## config.mk

```make
export PLATFORM = sky130hd
export DESIGN_NAME = mag_comparator_seq
export DESIGN_NICKNAME = d
export VERILOG_FILES = /design/src/rtl/mag_cmp_pkg.sv /design/src/rtl/mag_slice_cmp.sv /design/src/rtl/mag_comparator_seq.sv
export SDC_FILE = /design/constraint.sdc
export NUM_CORES = 1
export LEC_CHECK = 0
export ABC_CLOCK_PERIOD_IN_PS = 6200
export CAP_MARGIN = 20
export CELL_PAD_IN_SITES_DETAIL_PLACEMENT = 1
export CELL_PAD_IN_SITES_GLOBAL_PLACEMENT = 1
export CORE_UTILIZATION = 40
export DETAILED_ROUTE_END_ITERATION = 12
export GPL_TIMING_DRIVEN = 0
export PLACE_DENSITY_LB_ADDON = 0.1
export SLEW_MARGIN = 40
export SYNTH_ARGS = -nofsm -noshare
export SYNTH_HDL_FRONTEND = slang
export SYNTH_SLANG_ARGS = --single-unit
```

## constraint.sdc

```tcl
create_clock -name clk -period 6.2 [get_ports clk]
set_clock_uncertainty 0.1 [all_clocks]
set_input_delay 1.86 -clock clk [delete_from_list [all_inputs] [get_ports clk]]
set_output_delay 1.86 -clock clk [all_outputs]
set_load 0.01 [all_outputs]
```

## src/rtl/mag_cmp_pkg.sv

```systemverilog
`default_nettype none
// +--------------------------------------------------------------------+
// | mag_cmp_pkg : shared types and result decode for mag_comparator_seq |
// | Rev 1.0                                                             |
// +--------------------------------------------------------------------+
package mag_cmp_pkg;

  typedef enum logic [1:0] {
    IDLE = 2'd0,
    CMP  = 2'd1,
    DONE = 2'd2
  } state_e;

  typedef enum logic [1:0] {
    RES_NONE = 2'd0,
    RES_LT   = 2'd1,
    RES_EQ   = 2'd2,
    RES_GT   = 2'd3
  } result_e;

  // Flag vector ordering is {less, equal, greater}.
  function automatic logic [2:0] res_to_flags(input result_e r);
    logic [2:0] f;
    f = 3'b000;
    case (r)
      RES_LT:  f = 3'b100;
      RES_EQ:  f = 3'b010;
      RES_GT:  f = 3'b001;
      default: f = 3'b000;
    endcase
    return f;
  endfunction

endpackage
`default_nettype wire

```

## src/rtl/mag_slice_cmp.sv

```systemverilog
`default_nettype none
// +--------------------------------------------------------------------+
// | mag_slice_cmp : combinational SLICE-bit magnitude compare           |
// | Rev 1.0                                                             |
// +--------------------------------------------------------------------+
module mag_slice_cmp
  import mag_cmp_pkg::*;
#(
  parameter int SLICE = 4
) (
  input  logic [SLICE-1:0] sa,
  input  logic [SLICE-1:0] sb,
  input  logic             invert_msb,
  output logic             lt,
  output logic             eq,
  output logic             gt
);

  logic [SLICE-1:0] w_mask;
  logic [SLICE-1:0] w_a;
  logic [SLICE-1:0] w_b;

  // Flipping the sign bit maps two's complement onto offset binary.
  always_comb begin
    w_mask = SLICE'(invert_msb) << (SLICE - 1);
    w_a    = sa ^ w_mask;
    w_b    = sb ^ w_mask;
    lt     = (w_a < w_b);
    eq     = (w_a == w_b);
    gt     = (w_a > w_b);
  end

endmodule
`default_nettype wire

```

## src/rtl/mag_comparator_seq.sv

```systemverilog
`default_nettype none
// +--------------------------------------------------------------------+
// | mag_comparator_seq : sequential slice-wise magnitude comparator     |
// | Option: MAG_CMP_EARLY_TERM_EN stops on the first differing slice    |
// | Rev 1.0                                                             |
// +--------------------------------------------------------------------+
module mag_comparator_seq
  import mag_cmp_pkg::*;
#(
  parameter int WIDTH = 32,
  parameter int SLICE = 4
) (
  input  logic             clk,
  input  logic             rst_n,
  input  logic             in_valid,
  output logic             in_ready,
  input  logic [WIDTH-1:0] a,
  input  logic [WIDTH-1:0] b,
  input  logic             signed_mode,
  output logic             out_valid,
  input  logic             out_ready,
  output logic             less,
  output logic             equal,
  output logic             greater
);

  localparam int              NSLICES = WIDTH / SLICE;
  localparam int              IDXW    = (NSLICES > 1) ? $clog2(NSLICES) : 1;
  localparam logic [IDXW-1:0] IDX_TOP = IDXW'(NSLICES - 1);

  state_e           state_q;
  logic [WIDTH-1:0] a_q;
  logic [WIDTH-1:0] b_q;
  logic             signed_q;
  logic [IDXW-1:0]  idx_q;
  logic             out_valid_q;
  logic [2:0]       flags_q;
`ifndef MAG_CMP_EARLY_TERM_EN
  result_e          res_q;
  result_e          w_final;
`endif

  logic [SLICE-1:0] w_sa;
  logic [SLICE-1:0] w_sb;
  logic             w_inv;
  logic             w_lt;
  logic             w_eq;
  logic             w_gt;
  logic             w_last;
  result_e          w_slice_res;

  always_comb begin
    w_sa   = a_q[int'(idx_q) * SLICE +: SLICE];
    w_sb   = b_q[int'(idx_q) * SLICE +: SLICE];
    w_inv  = signed_q && (idx_q == IDX_TOP);
    w_last = (idx_q == '0);
  end

  mag_slice_cmp #(
    .SLICE (SLICE)
  ) u_slice (
    .sa         (w_sa),
    .sb         (w_sb),
    .invert_msb (w_inv),
    .lt         (w_lt),
    .eq         (w_eq),
    .gt         (w_gt)
  );

  always_comb begin
    w_slice_res = RES_NONE;
    if (w_lt)      w_slice_res = RES_LT;
    else if (w_gt) w_slice_res = RES_GT;
    else if (w_eq) w_slice_res = RES_EQ;
  end

`ifndef MAG_CMP_EARLY_TERM_EN
  // The first difference seen wins; later slices cannot override it.
  always_comb begin
    w_final = (res_q != RES_NONE) ? res_q : w_slice_res;
  end
`endif

  always_ff @(posedge clk) begin
    if (!rst_n) begin
      state_q     <= IDLE;
      out_valid_q <= 1'b0;
      flags_q     <= 3'b000;
      idx_q       <= IDX_TOP;
      a_q         <= '0;
      b_q         <= '0;
      signed_q    <= 1'b0;
`ifndef MAG_CMP_EARLY_TERM_EN
      res_q       <= RES_NONE;
`endif
    end else begin
      case (state_q)
        IDLE: begin
          if (in_valid) begin
            a_q      <= a;
            b_q      <= b;
            signed_q <= signed_mode;
            idx_q    <= IDX_TOP;
            state_q  <= CMP;
`ifndef MAG_CMP_EARLY_TERM_EN
            res_q    <= RES_NONE;
`endif
          end
        end
        CMP: begin
`ifdef MAG_CMP_EARLY_TERM_EN
          if (w_slice_res != RES_EQ) begin
            flags_q     <= res_to_flags(w_slice_res);
            out_valid_q <= 1'b1;
            state_q     <= DONE;
          end else if (w_last) begin
            flags_q     <= res_to_flags(RES_EQ);
            out_valid_q <= 1'b1;
            state_q     <= DONE;
          end else begin
            idx_q <= idx_q - IDXW'(1);
          end
`else
          if (w_last) begin
            flags_q     <= res_to_flags(w_final);
            out_valid_q <= 1'b1;
            state_q     <= DONE;
          end else begin
            idx_q <= idx_q - IDXW'(1);
            if ((res_q == RES_NONE) && (w_slice_res != RES_EQ)) begin
              res_q <= w_slice_res;
            end
          end
`endif
        end
        DONE: begin
          if (out_ready) begin
            out_valid_q <= 1'b0;
            flags_q     <= 3'b000;
            state_q     <= IDLE;
          end
        end
        default: state_q <= IDLE;
      endcase
    end
  end

  assign in_ready  = (state_q == IDLE);
  assign out_valid = out_valid_q;
  assign less      = flags_q[2];
  assign equal     = flags_q[1];
  assign greater   = flags_q[0];

endmodule
`default_nettype wire

```

==> results.json <==
{
  "status": "finished clean",
  "cap_violations": 0,
  "pre_cts_ws_ns": 2.521,
  "final_cell_mix": "nand2_1 (139), dfxtp_1 (76), a21oi_1 (73), clkdlybuf4s50_1 (73), clkbuf_1 (16)",
  "grt_first_pass_wirelength_mm": 15.26,
  "setup_viol": 0,
  "met1Wirelength_mm": 4.246,
  "ctsResizeCount": 0,
  "final_area_mm2": 0.004431,
  "layout.cells.non_filler": 577,
  "grt_pass1_vias": 3054,
  "cts_hold_buf": 0,
  "wl_met2_mm": 4.712,
  "path_cells": "nor2_1 > clkdlybuf4s50_1",
  "end_kind": "output port",
  "p_sw_w": 0.0002910,
  "min_period_over_period": 0.5411,
  "seqCellArea_mm2": 0.001521,
  "pwr-share-clk": 0.388,
  "area_growth_pct": 32.57,
  "mostFrequentLayoutCell": "nand2_1",
  "cp_slowest_cell": "clkdlybuf4s50_1",
  "internal_power_w": 0.0008766,
  "dieArea_mm2": 0.008724,
  "r2r-end": "flags_q[1]",
  "ys_types": 38,
  "highest_layer": "met4",
  "core_mm2": 0.007888,
  "ir_drop_mv": 0.1189,
  "hold_class": "reg2reg",
  "cts.clk_slew.worst_paths_ns": 0.08,
  "fp-row-count": 32,
  "cts_num_sinks": 76,
  "fillers": 960,
  "clock.fmax_mhz": 298.1,
  "ys_seq_area_frac": 0.4553,
  "worst_r2r_path_depth": 10,
  "cts_tree": "built",
  "vias_per_cell": 5.153,
  "crit_type": "reg2out",
  "finish.net_count": 547,
  "critPathMaxStageDelay_ns": 0.55,
  "hold_viol_final": 0,
  "synth_seq_cells": 76,
  "required_ns": 4.24,
  "ctsLongestPathBuffers": 2,
  "avgSynthCellArea_um2": 8.636,
  "hold_path_depth": 2,
  "dp_hpwl_mm": 6.827,
  "num_vias": 2973,
  "cts_max_level": 3,
  "start_util": 0.4237,
  "fin_ws_ns": 2.845,
  "post_cts_buffers": 0,
  "die_h_um": 93.41,
  "insertion_delay_ns": 0.35,
  "grt_overflow_total": 0,
  "rsz0062_at_grt": "no",
  "syn-instance-count": 387,
  "timing.setup.tns_ns": 0,
  "fin_crit_ns": 3.355,
  "cts_made_buffers": 9,
  "n_antenna_cell": 0,
  "io_pins": 74,
  "r2r_slack_ns": 3.29,
  "portBuffers": 73,
  "min-delay-start": "b_q[17]",
  "post-place-cells": 562,
  "cp_top_family": "buffers and inverters",
  "drtAntennaViolNets": 0,
  "drc": 0,
  "wl_met3_um": 409,
  "p_per_area_mw_per_mm2": 263.5,
  "p_leak_nw": 1.731,
  "cp_num_buf_inv": 1,
  "power_w": 0.001168,
  "worstPathArrival_ns": 1.39,
  "die_x_um": 93.41,
  "drt_iter0_drc": 82,
  "gp_congestion": 0.7836,
  "routed_wl_mm": 9.541,
  "p_comb_frac": 0.157,
  "grt_max_degree": 13,
  "grt_usage": 0.2329,
  "crit_fanout": 6,
  "slew_headroom": 0.5664,
  "netSwitchingFraction": 0.2492,
  "p_seq_frac": 0.455,
  "startpoint_type": "flip-flop",
  "reg2reg_from": "idx_q[1]",
  "multi_input_comb_area_mm2": 0.001668,
  "synthesis.area_mm2": 0.003342,
  "worst_slew_pin_slew_ns": 0.6504,
  "avgRoutedWirePerCell_um": 16.54,
  "drive_gt1_frac": 0.08842,
  "first_pass_iters": 4,
  "syn_nets": 463,
  "place_area_mm2": 0.004200,
  "root_buffer": "clkbuf_8",
  "drv_slew": 0,
  "worstHoldEndpoint": "b_q[17]",
  "ys_warn_count": 0,
  "antenna_found_initial": 0
}
==> stage by stage <==
stage            util  hold slack (ns)
5_1_grt        0.5617           0.3720
2_1_floorplan       -           0.3315
3_3_place_gp   0.5325           0.3392
3_5_place_dp   0.5325           0.3426
4_1_cts        0.5617           0.3579
6_report       0.5617           0.3562
==> Yosys cell counts <==
cell type,number,area [um2]
a211o_1,1,8.760
a211oi_1,1,7.510
a21o_1,1,7.510
a21oi_1,73,365.4
a2bb2oi_1,1,8.760
and2_1,1,6.260
and4_1,1,8.760
and4bb_2,1,12.51
buf_1,1,3.750
buf_2,5,25.02
buf_4,4,30.03
buf_6,2,22.52
clkbuf_1,14,52.55
dfxtp_1,76,1521
ha_1,7,87.58
inv_1,4,15.01
inv_2,1,3.750
mux2_2,3,33.78
mux2i_1,3,30.03
mux4_1,4,105.1
mux4_2,12,270.3
nand2_1,139,521.8
nand2b_1,1,6.260
nand3_1,3,15.01
nand3b_1,1,7.510
nand4_1,1,6.260
nor2_1,9,33.78
nor2b_1,3,18.77
nor3_1,2,10.01
nor3b_1,1,7.510
nor3b_2,1,12.51
o2111ai_1,1,8.760
o21a_1,1,7.510
o21ai_0,2,10.01
o21ai_1,1,5.000
or4b_1,1,10.01
xnor2_1,1,8.760
xor2_1,3,26.28
==> worst min-delay path, cell delays in order, from the launching register on <==
cell and delay (ns):
dfxtp_1 0.31, nand2_1 0.05, a21oi_1 0.05
==> metal layers <==
layer	track usage	up-vias
met5	0	-
met1	0.2925	1412
met2	0.3995	72
met3	0.03821	17
met4	0.08846	0
li1	-	1472
==> final cells by class <==
class                   instances  area share
plain buffers                  26     0.03022
clock buffers                  11     0.02965
clock inverters                 4     0.02231
inverters                       5    0.004236
multi-input cells             280      0.3764
flip-flops and latches         76      0.3434
well taps                     102     0.02881
repair buffers                 73      0.1649
==> sequential cells by signal, indices dropped and copies added, names as in the netlist <==
name	count
a_q	32
b_q	32
flags_q	3
idx_q	3
res_q	2
state_q	2
out_valid	1
signed_q	1
==> worst max path at each step <==
stage | slack (ns) | startpoint | cells after the start | endpoint
floorplan | 3.41 | in_valid | 5 | a_q[10]
global placement | 2.59 | in_valid | 6 | a_q[9]
detailed placement | 2.52 | in_valid | 6 | a_q[9]
CTS | 2.83 | state_q[0] | 2 | in_ready
global route | 2.77 | in_valid | 6 | a_q[9]
finish | 2.85 | state_q[1] | 2 | in_ready
==> logic make-up after synthesis <==
family	share of synthesized area
XOR/XNOR	0.01048
flip-flops	0.4553
adder cells (fa/ha/maj)	0.02621
multiplexers	0.1314
AO/OA/AOI/OAI	0.1284
AND/OR/NAND/NOR	0.2025
buffers and inverters	0.04567
==> power by group through the flow <==
stage	Clock (W)	Combinational [W]	Sequential [W]
floorplan	0	0.000105	0.000536
detailed placement	0	0.000184	0.000542
finish	0.000453	0.000184	0.000531
global placement	0	0.000177	0.000540
CTS	0.000455	0.000185	0.000531
global route	0.000473	0.000203	0.000533
Note: power is estimated with default switching activity, not from simulation.
